===== src/rtl/updown_counter.sv =====
// updown_counter: up/down modulo counter with load, clear and sticky overflow; saturation enabled by UPDOWN_COUNTER_SAT_EN
module updown_counter #(
  parameter int WIDTH   = 5,
  parameter int MAX_VAL = 2**WIDTH-1
) (
  input  logic             clk,
  input  logic             rst,
  input  logic             clr,
  input  logic             load,
  input  logic             enable,
  input  logic             dir,
`ifdef UPDOWN_COUNTER_SAT_EN
  input  logic             sat,
`endif
  input  logic [WIDTH-1:0] cnt_in,
  input  logic             ovf_clr,
  output logic [WIDTH-1:0] cnt_out,
  output logic             wrap,
  output logic             zero,
  output logic             at_max,
  output logic             ovf
);
  localparam logic [WIDTH:0] MAX_W = (WIDTH+1)'(MAX_VAL);
  logic [WIDTH-1:0] cnt_q, cnt_d;
  logic             wrap_q, wrap_d, ovf_q, ovf_d;
  logic [WIDTH:0]   up_v, dn_v;
  logic             bnd, step, sat_m;
  // next-state: clr > load > enable > hold; the extra bit exposes carry past MAX and borrow below 0
  always_comb begin
`ifdef UPDOWN_COUNTER_SAT_EN
    sat_m  = sat;
`else
    sat_m  = 1'b0;
`endif
    up_v   = {1'b0, cnt_q} + (WIDTH+1)'(1);
    dn_v   = {1'b0, cnt_q} - (WIDTH+1)'(1);
    bnd    = dir ? (up_v > MAX_W) : dn_v[WIDTH];
    step   = enable & ~clr & ~load;
    cnt_d  = clr ? '0 :
             load ? (({1'b0, cnt_in} > MAX_W) ? MAX_W[WIDTH-1:0] : cnt_in) :
             !enable ? cnt_q :
             !bnd ? (dir ? up_v[WIDTH-1:0] : dn_v[WIDTH-1:0]) :
             (dir ^ sat_m) ? '0 : MAX_W[WIDTH-1:0];
    wrap_d = step & bnd;
    ovf_d  = (step & bnd) | (ovf_q & ~ovf_clr);
  end
  // state registers, cleared asynchronously
  always_ff @(posedge clk or negedge rst) begin
    if (!rst) begin
      cnt_q  <= '0;
      wrap_q <= 1'b0;
      ovf_q  <= 1'b0;
    end else begin
      cnt_q  <= cnt_d;
      wrap_q <= wrap_d;
      ovf_q  <= ovf_d;
    end
  end
  assign cnt_out = cnt_q;
  assign wrap    = wrap_q;
  assign ovf     = ovf_q;
  assign zero    = cnt_q == '0;
  assign at_max  = cnt_q == MAX_W[WIDTH-1:0];
endmodule


===== config.mk =====
export PLATFORM = sky130hd
export DESIGN_NAME = updown_counter
export DESIGN_NICKNAME = d
export VERILOG_FILES = /design/src/rtl/updown_counter.sv
export SDC_FILE = /design/constraint.sdc
export NUM_CORES = 1
export LEC_CHECK = 0
export ABC_AREA = 1
export ABC_CLOCK_PERIOD_IN_PS = 1600
export CAP_MARGIN = 5
export CORE_AREA = 2 2 39 41
export CTS_BUF_LIST = sky130_fd_sc_hd__clkbuf_4
export DETAILED_ROUTE_END_ITERATION = 6
export DIE_AREA = 0 0 41 43
export DONT_BUFFER_PORTS = 1
export PLACE_DENSITY = 0.52
export RECOVER_POWER = 100
export SYNTH_ARGS = -nofsm -noshare
export SYNTH_HDL_FRONTEND = slang
export SYNTH_SLANG_ARGS = --single-unit

===== constraint.sdc =====
create_clock -name clk -period 1.6 [get_ports clk]
set_input_delay 0.16 -clock clk [delete_from_list [all_inputs] [get_ports clk]]
set_output_delay 0.16 -clock clk [all_outputs]
set_load 0.03 [all_outputs]

* Word level (Yosys, flattened, before mapping) *
Index checks and enable logic that the tools add are counted.

word-level totals
  logic and storage cells = 24
  bits of input ports = 12
  flip-flop bits (word level) = 7

cells by class
  equality and inequality tests = 1
  magnitude comparators = 1
  $add $sub $neg = 2
  muxes and demuxes = 7
  reduce and logical (&&, ||, !) cells = 2
  bitwise logic cells = 8

operator list
  kind                 number
  $mux 5               6
  $add 5x1->6 const B  1
  $gt 6x5->1 const B   1
  $sub 5x1->6 const B  1
  $eq 5x5->1 const B   1
  $logic_not 5->1      1
  $and 1x1->1          4
  $not 1->1            3
  $reduce_bool 3->1    1
  $mux 1               1
  $or 1x1->1           1

* Depth between registers and ports, before layout *
Gate-level depths: netlist of run 1.

  word-level depth = 7
  mapped depth = 11

* Worst setup path after synthesis of run 1 *
Ideal clock, no wire load.

  path type = reg2reg
  start point = reg cnt_q[0], in the netlist cnt_out[0]
  end point = reg cnt_q[4], in the netlist cnt_out[4]
  period minus slack after synthesis = 1605 ps
  cell stages (with the launch flop) = 11
  data arrival time = 1488 ps
  slack = -5 ps
  path buffers = 0
  setup time = 117 ps
  data required time = 1483 ps
  cells stage by stage = dfrtp_1 ha_1 nand2_1 nor2_1 ha_1 nand2_1 nand3_1 nand2_1 nand2_1 nand2_1 nand2_1

between the ends
  longest elaborated chain between the ends = 7

ends and longest elaborated chain
  what                      line  text
  start: declaration        24    logic [WIDTH-1:0] cnt_q, cnt_d;
  start signal: assignment  54    cnt_q <= cnt_d;
  $add 5x1->6               35    up_v = {1'b0, cnt_q} + (WIDTH+1)'(1);
  $gt 6x5->1                37    bnd = dir ? (up_v > MAX_W) : dn_v[WIDTH];
  $mux 1                    37
  $mux 5 (*)                42    !bnd ? (dir ? up_v[WIDTH-1:0] : dn_v[WIDTH-1:0]) :
  $mux 5 (*)                41    !enable ? cnt_q :
  $mux 5 (*)                40    load ? (({1'b0, cnt_in} > MAX_W) ? MAX_W[WIDTH-1:0] : cnt_in) :
  $mux 5 (*)                39    cnt_d = clr ? '0 :

Mark *: on every way between the ends. The rest lies on a longest branch, timed or not. The select of a mux whose other input is x is not followed.
A chain may end at the register's enable or synchronous reset.

* Worst setup path in the final report of run 1 *
  start point = reg cnt_q[1], in the netlist cnt_out[1]
  end point = out at_max

between the ends
  longest elaborated chain between the ends = 1

ends and longest elaborated chain
  what              line  text
  $eq 5x5->1        63    assign at_max = cnt_q == MAX_W[WIDTH-1:0];
  end: declaration  20    output logic at_max,

No other way between the ends.

==> flow_summary.yaml, run 1 <==
run_status:
  outcome: "finished clean"
sta:
  max_freq_ghz: 0.680
  fin_tns_setup_ns: 0
  fin_crit_sh_pct: 91.9
  skew_ns: 0.00628
  drv_slew: 0
  fin_ws_ns: 0.130
  hold_viol: 0
  rsz0062_at_grt: "no"
  relSlewSlack_pct: 69.8
  tightestPinTransition_ns: 0.452
  setup-violations-final: 0
  finalCriticalPeriod_ns: 1.47
global_routing:
  grt_max_degree: 10
  grt_pass1_vias: 507
  track_usage_pct: 16.6
  grt_pass1_wl_mm: 1.95
  antenna_found_initial: 0
  overflow: 0
setup_path:
  r2r_setup_slack_ns: 0.13
  startpoint_type: "flip-flop"
  worstPathMaxFanout: 4
  rr_endpoint: "cnt_out[4]"
  critPathCaptureType: "output pin"
  path_delay_family: "adder cells"
  crit_buf_inv: 0
  cp.arrival_ns: 1.31
  critPathMaxStageDelay_ns: 0.40
  cp_cell_sequence: "ha_2, nand2_1, nor2_1, ha_1"
  crit_type: "reg2out"
  ff2ff_path_depth: 10
  slowest_stage: "dfrtp_1"
  crit_required_ns: 1.44
  reg2reg_from: "cnt_out[0]"
drt:
  dr.pass1.iters: 3
  wl_mm: 1.22
  post_drt_wl_per_cell_microns: 10.7
  vias_per_cell: 4.81
  drc: 0
  antenna_left: 0
  dr.first_iter.drc_count: 3
  vias: 548
cts:
  cts_sinks: 7
  h-tree-depth: 1
  clk_path_buf_depth: 2
  post_cts_buffers: 0
  clk_latency_ns: 0.25
  cts_tree: "done"
  root_buffer: "clkbuf_4"
  cts_buffers: 3
  cts.clk_slew.worst_paths_ns: 0.06
final_layout:
  regArea_sq_um: 176
  final_cells: 114
  finalNetCount: 114
  fill_cells: 156
  syn_to_final_growth_pct: 21.1
  diodes: 0
  layout-drive-gt1-share_pct: 15.3
  design_area_sq_um: 661
  multi_input_area_sq_um: 325
placed_design:
  dp_cells: 108
  place_area_sq_um: 629
  hpwl_mm: 1.02
  dp_worst_setup_slack_ns: 0.0936
  io_buffers: 0
  place_congestion: 0.769
hold_path:
  holdCritPathClass: "in2reg"
  hp-start: "enable"
  hold_path_depth: 2
  holdPathEnd: "wrap"
logic_synthesis:
  synth_fp_nets: 99
  syn_inst: 84
  synth_top_area_share_pct: 32.1
  yosysSeqAreaShare_pct: 32.1
  synthTopCellsByArea: "dfrtp_1 32%, nand2_1 19%, nor2_1 9.6%, ha_1 6.9%, nand3_1 6.4%"
  syn_area_per_cell_sq_um: 6.49
  netlist_area_sq_um: 546
  yosysWarnings: 0
  yosys.cell_types.count: 17
  synth_seq_cells: 7
  yosys.area.top_type: "dfrtp_1"
die:
  start_util_pct: 39.4
  io-pin-count: 21
  die_w_microns: 41
  die_y_microns: 43
  core-area_sq_um: 1380
  rows: 14
  die_area_sq_um: 1760
pwr:
  ir_drop_v: 0.000617
  total_power_uw: 568
  cellLeakagePower_nw: 0.345
  powerDensity_nw_per_um2: 860
run:
  maxCapViolCount: 0
==> worst register-to-register path: stages, from the launching register on <==
cell and delay, ns:
dfrtp_2 0.43, ha_2 0.19, nand2_1 0.06, nor2_1 0.04, ha_1 0.26, nand2_1 0.06
nand3_1 0.07, nand2_1 0.06, nand2_1 0.05, nand2_1 0.06, nand2_1 0.06
==> layout make-up <==
type	count	area share [%]
Multi-Input combinational cell	66	49.2
Clock buffer	3	3.41
Timing Repair Buffer	11	11.2
Clock inverter	1	0.758
Sequential cell	7	26.7
Tap cell	16	3.03
Inverter	10	5.68
==> repair_timing <==
item	CTS	global route
setup endpoints to repair	0	1
hold buffers	2	0
hold endpoints to repair	8	0
resized for setup	0	1
==> cell usage after synthesis <==
library cell / count
nor3_2: 2
o21ai_1: 2
o21ai_0: 4
nor2_1: 14
clkinv_1: 1
nand2_1: 27
xor2_1: 1
nand4_1: 1
nand3_1: 7
buf_2: 1
nand3_2: 1
ha_1: 3
inv_1: 9
or2_4: 1
dfrtp_1: 7
a21oi_1: 2
o211ai_1: 1
==> layout by cell type (no fill, tap or decap), drive strengths merged, types with 3 or more instances in the layout <==
cell type	count
o21ai	6
inv	9
nand2	27
buf	6
dfrtp	7
ha	3
clkbuf	6
nand3	8
nor2	14
==> worst max path at each step <==
| stage | endpoint | cells past startpoint | slack [ns] | startpoint |
|---|---|---|---|---|
| 3_5_place_dp | cnt_out[4] | 10 | 0.09 | cnt_out[0] |
| 2_1_floorplan | cnt_out[4] | 10 | 0.004 | cnt_out[1] |
| 5_1_grt | at_max | 4 | 0.01 | cnt_out[1] |
| 6_report | at_max | 4 | 0.13 | cnt_out[1] |
| 3_3_place_gp | cnt_out[4] | 10 | 0.12 | cnt_out[0] |
| 4_1_cts | cnt_out[4] | 10 | 0.1 | cnt_out[0] |
==> where the power goes <==
part           switching [mW]  total, mW  internal, mW
combinational           0.129      0.202        0.0729
clock                  0.0636      0.155        0.0911
sequential             0.0189      0.211         0.192
total                   0.212      0.568         0.356
==> state kept, by name, indices dropped and copies added, names as in the netlist <==
name and count:
cnt_out 5, ovf 1, wrap 1
==> per-stage QoR <==
step / hold slack (ns) / utilization (%)
after CTS: 0.0586 / 48.9
after global placement: -0.135 / 45.5
after global routing: 0.0886 / 47.7
after floorplan: -0.136 / -
final: 0.0796 / 47.7
after detailed placement: -0.135 / 45.5
==> metal layers <==
metal	GRT usage [%]	up-vias	wire, microns
met2	26.6	18	598
met1	21.1	234	551
li1	-	296	-
met5	0	-	0
met3	4.71	0	73
met4	4.00	0	0
==> cell families (layout without fill, tap and decap cells) <==
| group | count (synthesis) | after routing | share of synthesized area [%] |
|---|---|---|---|
| compound gates | 9 | 9 | 8.72 |
| xor+xnor | 1 | 1 | 1.61 |
| fa+ha+maj | 3 | 3 | 6.88 |
| buf+inv | 11 | 25 | 7.80 |
| flops | 7 | 7 | 32.1 |
| simple gates | 53 | 53 | 42.9 |
No activity file was read; power rests on OpenSTA's default activity.
==> run 2: changes to the inputs <==
ABC_CLOCK_PERIOD_IN_PS = 1800   (was 1600)
clock period = 1.8 ns   (was 1.6 ns; I/O delays follow)
==> run 2 against run 1 <==
  * Non-clock buffer count down 4
  * Die area unchanged
  * First-iteration DRC count up 130%
  * Utilization down 2.7 points
  * Register-to-register slack better by 0.11 ns
  * Via count up 0.36%
  * Sequential share of layout area up 1.4 points
  * Critical path type unchanged
  * Critical endpoint unchanged
  * Highest routed layer is now met4
==> flow_summary.yaml, run 2 (synthesis results as in run 1) <==
run_status:
  outcome: "finished clean"
drt:
  vias: 550
  dr.first_iter.drc_count: 7
  drc: 0
  post_drt_wl_per_cell_microns: 11.0
  vias_per_cell: 5.00
  dr.pass1.iters: 2
  antenna_left: 0
  wl_mm: 1.21
final_layout:
  final_cells: 110
  largest_reg_flops: 5
  diodes: 0
  finalNetCount: 110
  syn_to_final_growth_pct: 14.2
  layout-drive-gt1-share_pct: 9.57
  final_cell_mix: "27 x nand2_1, 14 x nor2_1, 9 x inv_1"
  fill_cells: 173
  multi_input_area_sq_um: 323
  regArea_sq_um: 175
  layout_commonest_cell: "nand2_1"
placed_design:
  hpwl_microns: 996
  dp_cells: 105
  io_buffers: 0
  place_congestion: 0.755
pwr:
  p_comb_share_pct: 30.8
  powerDensity_nw_per_um2: 807
  p_sw_uw: 181
  p_clk_share_pct: 30.7
  ir_drop_v: 0.000444
  intPower_uw: 322
  p_seq_share_pct: 38.5
  switching_share_pct: 35.9
  cellLeakagePower_nw: 0.326
die:
  rows: 14
  core-area_sq_um: 1380
  die_w_microns: 41
  start_util_pct: 39.4
  die_area_sq_um: 1760
  die_y_microns: 43
  io-pin-count: 21
global_routing:
  grt_max_degree: 10
  antenna_found_initial: 0
  grt_pass1_vias: 485
  overflow: 0
  track_usage_pct: 16.8
  grt_pass1_wl_mm: 1.97
setup_path:
  startpoint_type: "flip-flop"
  critPathCaptureType: "output pin"
  cp.arrival_ns: 1.40
  worstPathMaxFanout: 7
  crit_type: "reg2out"
  crit_required_ns: 1.62
cts:
  h-tree-depth: 1
  cts_sinks: 7
  post_cts_resized: 0
  cts_buffers: 3
  cts.clk_slew.worst_paths_ns: 0.05
  clk_latency_ns: 0.25
  root_buffer: "clkbuf_4"
  cts_tree: "done"
  clk_path_buf_depth: 2
sta:
  fin_crit_sh_pct: 88.0
  setup-violations-final: 0
  tightestPinTransition_ns: 0.548
  relSlewSlack_pct: 63.5
  skew_ns: 0.00386
  drv_slew: 0
  rsz0062_at_grt: "no"
  fin_tns_setup_ns: 0
  hold_viol: 0
  finalCriticalPeriod_ns: 1.58
  max_freq_ghz: 0.631
hold_path:
  holdCritPathClass: "in2reg"
run:
  maxCapViolCount: 0
-- run 2: changes by cell type in the layout (fill, tap and decap cells not counted) --
cell	delta
clkbuf_1	+1
ha_1	+1
o21ai_1	+1
dlygate4sd3_1	-1
o21ai_0	-1
clkinv_2	-1
clkbuf_2	+1
clkbuf_4	+1
buf_4	-4
buf_2	-1
dfrtp_1	+1
dfrtp_2	-1
ha_2	-1
-- run 2: power groups by stage --
stage	registers, mW	clock network [mW]	logic, mW
2_1_floorplan	0.221	0	0.0956
3_3_place_gp	0.197	0	0.165
3_5_place_dp	0.197	0	0.166
4_1_cts	0.195	0.161	0.171
5_1_grt	0.196	0.172	0.177
6_report	0.193	0.154	0.155
-- run 2: through the flow --
step                      instance area (sq um)  hold slack [ns]  power (mW)  worst slack (ns)  utilization (%)
after floorplan                             546           -0.116       0.317             0.195                -
after global placement                      606           -0.115       0.362             0.336             43.8
after detailed placement                    606           -0.115       0.363             0.316             43.8
after CTS                                   646           0.0172       0.527             0.177             46.7
after global routing                        623           0.0114       0.546            0.0621             45.0
final                                       623           0.0301       0.503             0.216             45.0
-- run 2: layout make-up --
class	instances	area share (%)
tap	16	3.21
timing repair buffer	7	6.02
inverter	10	6.02
clock buffer	4	4.82
sequential	7	28.1
multi-input combinational	66	51.8
-- run 2: routing by layer --
layer	vias up	global-route usage, %	routed length, microns	share of wire, %
met2	18	25.9	596	49
met5	-	0	0	0
li1	287	-	-	-
met4	0	10.0	13	1.1
met3	2	1.57	71	5.9
met1	243	21.6	526	44
-- run 2: timing repair --
| action | CTS | global route |
|---|---|---|
| endpoints found under the hold margin | 7 | 0 |
| hold buffers | 1 | 0 |
| setup buffers | 0 | 0 |
-- run 2: worst max-delay path, stage by stage (launching register included) --
cell	delay (ns)
dfrtp_1	0.45
ha_1	0.21
nand2_1	0.05
nor2_1	0.10
ha_1	0.34
-- run 2: path summary, 6_finish.rpt --
| check | startpoint | end | slack (ns) | cells past startpoint |
|---|---|---|---|---|
| hold / removal | ovf_clr | ovf | 0.03 | 1 |
| setup reg to reg | cnt_out[4] | ovf | 0.24 | 7 |
| hold reg to reg | cnt_out[4] | cnt_out[4] | 0.53 | 2 |
| max in group asynchronous | rst | ovf | 1.31 | 1 |
| setup / recovery | cnt_out[1] | at_max | 0.22 | 4 |
| min in group asynchronous | rst | cnt_out[0] | 0.26 | 1 |
